--- config.mk ---
export PLATFORM = sky130hd
export DESIGN_NAME = serial_sub
export DESIGN_NICKNAME = d
export VERILOG_FILES = /design/src/rtl/serial_sub_pkg.sv /design/src/rtl/serial_sub_fs.sv /design/src/rtl/serial_sub.sv
export SDC_FILE = /design/constraint.sdc
export NUM_CORES = 1
export LEC_CHECK = 0
export CAP_MARGIN = 20
export CORE_MARGIN = 2
export CORE_UTILIZATION = 51
export DETAILED_ROUTE_END_ITERATION = 7
export PLACE_DENSITY = 0.82
export RECOVER_POWER = 25
export REMOVE_ABC_BUFFERS = 1
export SYNTH_ARGS = -nofsm -noshare
export SYNTH_HDL_FRONTEND = slang
export SYNTH_SLANG_ARGS = --single-unit
--- constraint.sdc ---
create_clock -name clk -period 1.65 [get_ports clk]
set_input_delay 0.33 -clock clk [delete_from_list [all_inputs] [get_ports clk]]
set_output_delay 0.33 -clock clk [all_outputs]
set_load 0.02 [all_outputs]
--- src/rtl/serial_sub_pkg.sv ---
// serial_sub_pkg: shared FSM state encodings and counter-width helper for serial_sub
package serial_sub_pkg;

    typedef enum logic [1:0] {
        ST_IDLE  = 2'd0,
        ST_SHIFT = 2'd1,
        ST_DONE  = 2'd2
    } state_t;

    // Bits needed to count 0..n-1, never less than one bit
    function automatic int clog2(input int n);
        int r;
        r = 0;
        while ((1 << r) < n) r++;
        return (r < 1) ? 1 : r;
    endfunction

endpackage

--- src/rtl/serial_sub_fs.sv ---
// serial_sub_fs: single-bit full subtractor built from gate primitives so each gate can be pruned individually
module serial_sub_fs (
    input  logic a,
    input  logic b,
    input  logic b_in,
    output logic d,
    output logic b_out
);

    wire na, ab_x, d_w, p0, p1, p2, bo_w;

    not g_na (na, a);
    xor g_x0 (ab_x, a, b);
    xor g_x1 (d_w, ab_x, b_in);
    and g_a0 (p0, na, b);
    and g_a1 (p1, na, b_in);
    and g_a2 (p2, b, b_in);
    or  g_o0 (bo_w, p0, p1, p2);

    assign d     = d_w;
    assign b_out = bo_w;

endmodule

--- src/rtl/serial_sub.sv ---
// serial_sub: bit-serial LSB-first unsigned subtractor (diff = a - b) with valid/ready on both sides.
// Optional macro SERIAL_SUB_SAT_EN clamps diff to zero when the subtraction borrows.
module serial_sub
    import serial_sub_pkg::*;
#(
    parameter int WIDTH = 8
) (
    input  logic             clk,
    input  logic             rst_n,
    input  logic             in_valid,
    output logic             in_ready,
    input  logic [WIDTH-1:0] a,
    input  logic [WIDTH-1:0] b,
    output logic             out_valid,
    input  logic             out_ready,
    output logic [WIDTH-1:0] diff,
    output logic             borrow_out
);

    localparam int CW = clog2(WIDTH);

    state_t           state;
    logic [CW-1:0]    cnt;
    logic [WIDTH-1:0] a_sr;
    logic [WIDTH-1:0] b_sr;
    logic [WIDTH-1:0] res_sr;
    logic [WIDTH-1:0] res_nxt;
    logic             borrow;
    logic             d;
    logic             bout;
    logic             last;

    serial_sub_fs u_fs (
        .a     (a_sr[0]),
        .b     (b_sr[0]),
        .b_in  (borrow),
        .d     (d),
        .b_out (bout)
    );

    // New difference bit enters at the MSB so the LSB-first stream lands in place after WIDTH shifts
    generate
        if (WIDTH == 1) begin : g_one
            assign res_nxt = d;
        end else begin : g_many
            assign res_nxt = {d, res_sr[WIDTH-1:1]};
        end
    endgenerate

    assign last = (cnt == CW'(WIDTH - 1));

    // Handshake FSM, operand/result shifters, borrow flop and bit counter
    always_ff @(posedge clk or negedge rst_n) begin
        if (!rst_n) begin
            state      <= ST_IDLE;
            in_ready   <= 1'b1;
            out_valid  <= 1'b0;
            diff       <= '0;
            borrow_out <= 1'b0;
            a_sr       <= '0;
            b_sr       <= '0;
            res_sr     <= '0;
            borrow     <= 1'b0;
            cnt        <= '0;
        end else begin
            case (state)
                ST_IDLE: begin
                    if (in_valid && in_ready) begin
                        a_sr     <= a;
                        b_sr     <= b;
                        borrow   <= 1'b0;
                        cnt      <= '0;
                        in_ready <= 1'b0;
                        state    <= ST_SHIFT;
                    end
                end
                ST_SHIFT: begin
                    a_sr   <= a_sr >> 1;
                    b_sr   <= b_sr >> 1;
                    res_sr <= res_nxt;
                    borrow <= bout;
                    cnt    <= cnt + CW'(1);
                    if (last) begin
                        state      <= ST_DONE;
                        out_valid  <= 1'b1;
                        borrow_out <= bout;
`ifdef SERIAL_SUB_SAT_EN
                        diff       <= bout ? '0 : res_nxt;
`else
                        diff       <= res_nxt;
`endif
                    end
                end
                ST_DONE: begin
                    if (out_ready) begin
                        state     <= ST_IDLE;
                        out_valid <= 1'b0;
                        in_ready  <= 1'b1;
                    end
                end
                default: begin
                    state     <= ST_IDLE;
                    out_valid <= 1'b0;
                    in_ready  <= 1'b1;
                end
            endcase
        end
    end

endmodule

# Word-level counts from Yosys, hierarchy flattened
# Cells that the tools add are included.
[totals] elab_cells=51 ff_bits=41 inputBits=20 memories=0 rom_bits=0 latchBits=0 ramBits=0
[op_classes] addsub=1 bitwise=8 mux=17 n_eq_ne=6 n_mul=0 div_mod_pow=0 reduce_logical=9 shifts=0 magnitude_cmp=0
[op_table] operator="one-hot mux 8 bit (2 select lines)" count=2
[op_table] operator="two-way mux 8 bit" count=2
[op_table] operator="AND reduction 3 bit" count=3
[op_table] operator="two-way mux 2 bit" count=3
[op_table] operator="inequality test 2 bit, second input constant" count=3
[op_table] operator="one-hot mux 1 bit (3 select lines)" count=2
[op_table] operator="one-hot mux 2 bit (3 select lines)" count=1
[op_table] operator="one-hot mux 3 bit (2 select lines)" count=1
[op_table] operator="two-way mux 1 bit" count=4
[op_table] operator="AND reduction 2 bit" count=2
[op_table] operator="adder 3 x 1 -> 3 bit, second input constant" count=1
[op_table] operator="bitwise AND 1 bit" count=3
[op_table] operator="equality test 3 bit, second input constant" count=1
[op_table] operator="two-way mux 3 bit" count=1
[op_table] operator="inverter 1 bit" count=3
[op_table] operator="OR reduction 3 bit" count=1
[op_table] operator="equality test 2 x 1 -> 1 bit, second input constant" count=1
[op_table] operator="equality test 2 bit, second input constant" count=1
[op_table] operator="logical NOT 2 bit" count=1
[op_table] operator="one-hot mux 1 bit (2 select lines)" count=1
[op_table] operator="nonzero test 2 bit" count=1
[op_table] operator="bitwise XOR 1 bit" count=2
[op_table] operator="logical AND 1 bit" count=1

# Longest topological paths before layout
[depth] ltp_word=4 mapped_depth=6

# Hierarchy
# From an unflattened synthesis, not the netlist that was laid out.
[hier_totals] hier_cells=157 hier_area_um2=1767.9
[by_module_without_submodules] mod="serial_sub" seq_area_each_um2=1002.2 cells_per_inst=154 instances=1 area_each_um2=1740.4
[by_module_without_submodules] mod="serial_sub_fs" seq_area_each_um2=0.0 cells_per_inst=3 instances=1 area_each_um2=27.5

# Worst setup path after synthesis
# Ideal clock, no wire load.
[synth_path] kind="flip-flop to flip-flop" startpoint="register cnt[0]" endpoint="register borrow_out" stages_incl_launch_ff=6 setup_time_ps=125 path_buffers=1 arrival_time_ps=1343 t_required_ps=1525 slack_ps=182 synth_period_minus_slack_ps=1468 path_cell_list="dfrtp_1 ha_1 ha_1 nand3b_1 buf_4 mux2_2"
[synth_between] elab_chain_len=2
[synth_rtl] element="from (decl)" line="serial_sub.sv:23" text="logic [CW-1:0] cnt;"
[synth_rtl] element="from (signal assigned)" line="serial_sub.sv:82" text="cnt <= cnt + CW'(1);"
[synth_rtl] element="equality test 3 bit" line="serial_sub.sv:50" text="assign last = (cnt == CW'(WIDTH - 1));"
[synth_rtl] element="AND reduction 2 bit (no line)"
[synth_rtl] element="to (signal assigned)" line="serial_sub.sv:86" text="borrow_out <= bout;"
[synth_rtl] element="to (decl)" line="serial_sub.sv:17" text="output logic borrow_out"
# No other way between the ends.
# A chain may end at the register's enable or synchronous reset.

# Worst setup path after layout
[layout_path] startpoint="register in_ready" endpoint="output port in_ready"
[layout_rtl] element="from (decl)" line="serial_sub.sv:11" text="output logic in_ready,"
[layout_rtl] element="from (signal assigned)" line="serial_sub.sv:56" text="in_ready <= 1'b1;"
[layout_rtl] element="from (signal assigned)" line="serial_sub.sv:73" text="in_ready <= 1'b0;"
[layout_rtl] element="from (signal assigned)" line="serial_sub.sv:98" text="in_ready <= 1'b1;"
# No word-level cell between the ends.

==> results.txt <==
NetSw: 1.25 mW
Hold Slack: 194 ps
unrepaired setup endpoints after global routing: false
critical path data required time: 1320 ps
cells taking the most area after synthesis: dfrtp_1 56%, nand2_1 10%, a21oi_1 6.8%, mux2_2 5.8%, a21oi_2 4.0%
Total GRT Usage: 0.184
Final Cycle Share: 0.955
status: finished clean
Seq pwr share: 0.472
Power, Total: 3.37 mW
first-pass GRT wire length: 5570 um
Max Slew Vio Count: 0
DR pass1 iterations: 5
Avg WL per Cell: 12.6 um
Final setup viols: 0
net switching share of the total power: 0.371
area delta synth->final: 22.8%
antenna-violating nets left: 0
P per Cell Area: 1570 nW/um2
Util after Layout: 0.650
CTS buffer count: 5
final worst clock skew: 18.9 ps
combinational fraction of design power: 0.375
clock share of power: 0.153
leakage: 1.07 nW
die area: 3920 um2
HPWL Detailed: 2380 um
area post-placement: 2110 um2
FMAX: 635 MHz
Post-CTS Setup Bufs: 0
Worst Tran Pin Value: 948 ps
Crit. End Element: output pin
synthesized instance count: 176
CP Max Fanout: 6
CTS tree: built
num ports: 31
H-tree depth: 2
Final Hold Vio Count: 0
synth unique cells: 21
core footprint: 3310 um2
Power Internal: 2.12 mW
post-synthesis cell area: 1750 um2
Seq/Total Area, Yosys: 0.571
DRC viols: 0
Post-CTS Resized: 11
worst path bufs/invs: 1
Overflow after GRT: 0
share of the synthesized area in the top cell type: 0.556
buffer depth of the longest clock path: 2
Root Buffer: clkbuf_4
Crit path arrival time: 1250 ps
flop-to-flop setup slack: 90 ps
min cycle time layout: 1580 ps
Die Ht: 62.6 um
number of global-route vias before repair: 1312
Worst Setup Start Kind: flip-flop
WL final: 3230 um
site row count: 21
Iteration-0 DRC Markers: 88
initial antenna violation count: 0
Avg Cell Area, Syn: 9.97 um2
CTS sink cnt: 40
share of layout cells above drive strength 1: 0.162
Worst VDD drop: 0.000750 V
area leader, netlist: dfrtp_1
post-synthesis sequential element count: 40
fin area: 2150 um2
Nets: 232
largest net degree at the start of global routing: 41
insertion delay to the later sink of the worst-skew pair: 350 ps
critical path's top delay family: flip-flops
Worst Setup Path Type: flip-flop to output pin
Critical-path top delay cell: dfstp_2
Max-Slew Margin vs Limit: 0.368
Routability Congestion: 0.744
Initial Util: 0.530
Clock Pin Slew Worst Setup and Hold Paths: 120 ps
Vias: 1332
Hold Buf Count CTS: 0
max_cap viols: 0
Ant. Diodes: 0
Slowest Stage Delay on Critical Path: 580 ps
mean number of vias per cell: 5.20
worst-path cell chain: dlygate4sd2_1
Worst Hold Class: input port to async pin
die width: 62.6 um
warnings from Yosys: 0
Port Buf Inserts: 30
## worst reg2reg max path: stages (launching register included)
cell	delay (ps)
dfrtp_1	420
ha_1	210
ha_1	220
nand3b_1	140
buf_12	140
mux2_2	330
## power groups by stage
stage                     combinational (mW)  clock, mW  sequential (mW)
after floorplan                        0.755          0             1.68
final                                   1.27      0.515             1.59
after CTS                               1.30      0.532             1.59
after global placement                  1.28          0             1.59
after detailed placement                1.36          0             1.62
after global routing                    1.42      0.587             1.65
## final timing paths
check | start | to | cells past startpoint
worst max-delay path | in_ready | in_ready | 1
worst min-delay path | rst_n | diff[3] | 2
worst max register to register | cnt[0] | diff[4] | 5
worst min register to register | res_sr[1] | res_sr[1] | 2
max in group asynchronous | rst_n | state[0] | 2
min in group clk | res_sr[1] | res_sr[1] | 2
## Yosys cell counts
master,count
inv_1,1
mux2_2,9
a21oi_2,8
nand3b_1,2
clkbuf_1,1
ha_1,2
dfrtp_1,39
o21ai_0,4
a21oi_1,24
and3b_1,1
buf_6,3
buf_2,4
fa_1,1
nand2b_1,2
nor2_1,17
nor3_1,1
nand2_1,48
dfstp_2,1
buf_4,3
nand3_1,4
nor2b_1,1
## cell type report
cell class	count	area, um2
clock buffers	7	55.1
clock inverters	1	7.51
fillers	289	1160
inverters	1	3.75
multi-input cells	124	671
flip-flops and latches	40	1000
well taps	46	57.6
repair buffers	37	357
## layout by cell type, fill, tap and decap left out, types with 2 or more instances in the layout
master,count
clkbuf_4,5
a21oi_2,8
nand3_1,4
ha_1,2
o21ai_0,4
nand2_1,48
clkdlybuf4s50_1,18
buf_12,2
a21oi_1,24
dlygate4sd2_1,11
dfrtp_1,39
nand3b_1,2
mux2_2,9
nor2_1,17
nand2b_1,2
buf_4,4
## flip-flops by register name, summed over array words and instances, names as in the netlist
signal,flops
borrow,1
cnt,3
a_sr,8
diff,8
borrow_out,1
state,2
in_ready,1
out_valid,1
res_sr,7
b_sr,8
## stage by stage
stage          setup slack [ps]  TNS (ps)  instances
6_report                   74.2         0        256
5_1_grt                    7.49         0        256
4_1_cts                    49.8         0        256
3_5_place_dp               61.9         0        248
3_3_place_gp                125         0        248
2_1_floorplan              -199     -3760        165
## cells by family after synthesis
family	after synthesis	synth area share
compound gates	36	0.120
simple gates	76	0.178
buf+inv	12	0.0478
fa+ha+maj	3	0.0257
flops	40	0.571
mux	9	0.0578
## layer usage
| metal | global-route usage | wire length, um |
|---|---|---|
| met1 | 0.200 | 1280 |
| met2 | 0.332 | 1730 |
| met3 | 0.0486 | 179 |
| met4 | 0.0861 | 41 |
| met5 | 0 | 0 |
Power figures use the tool's default switching activity.
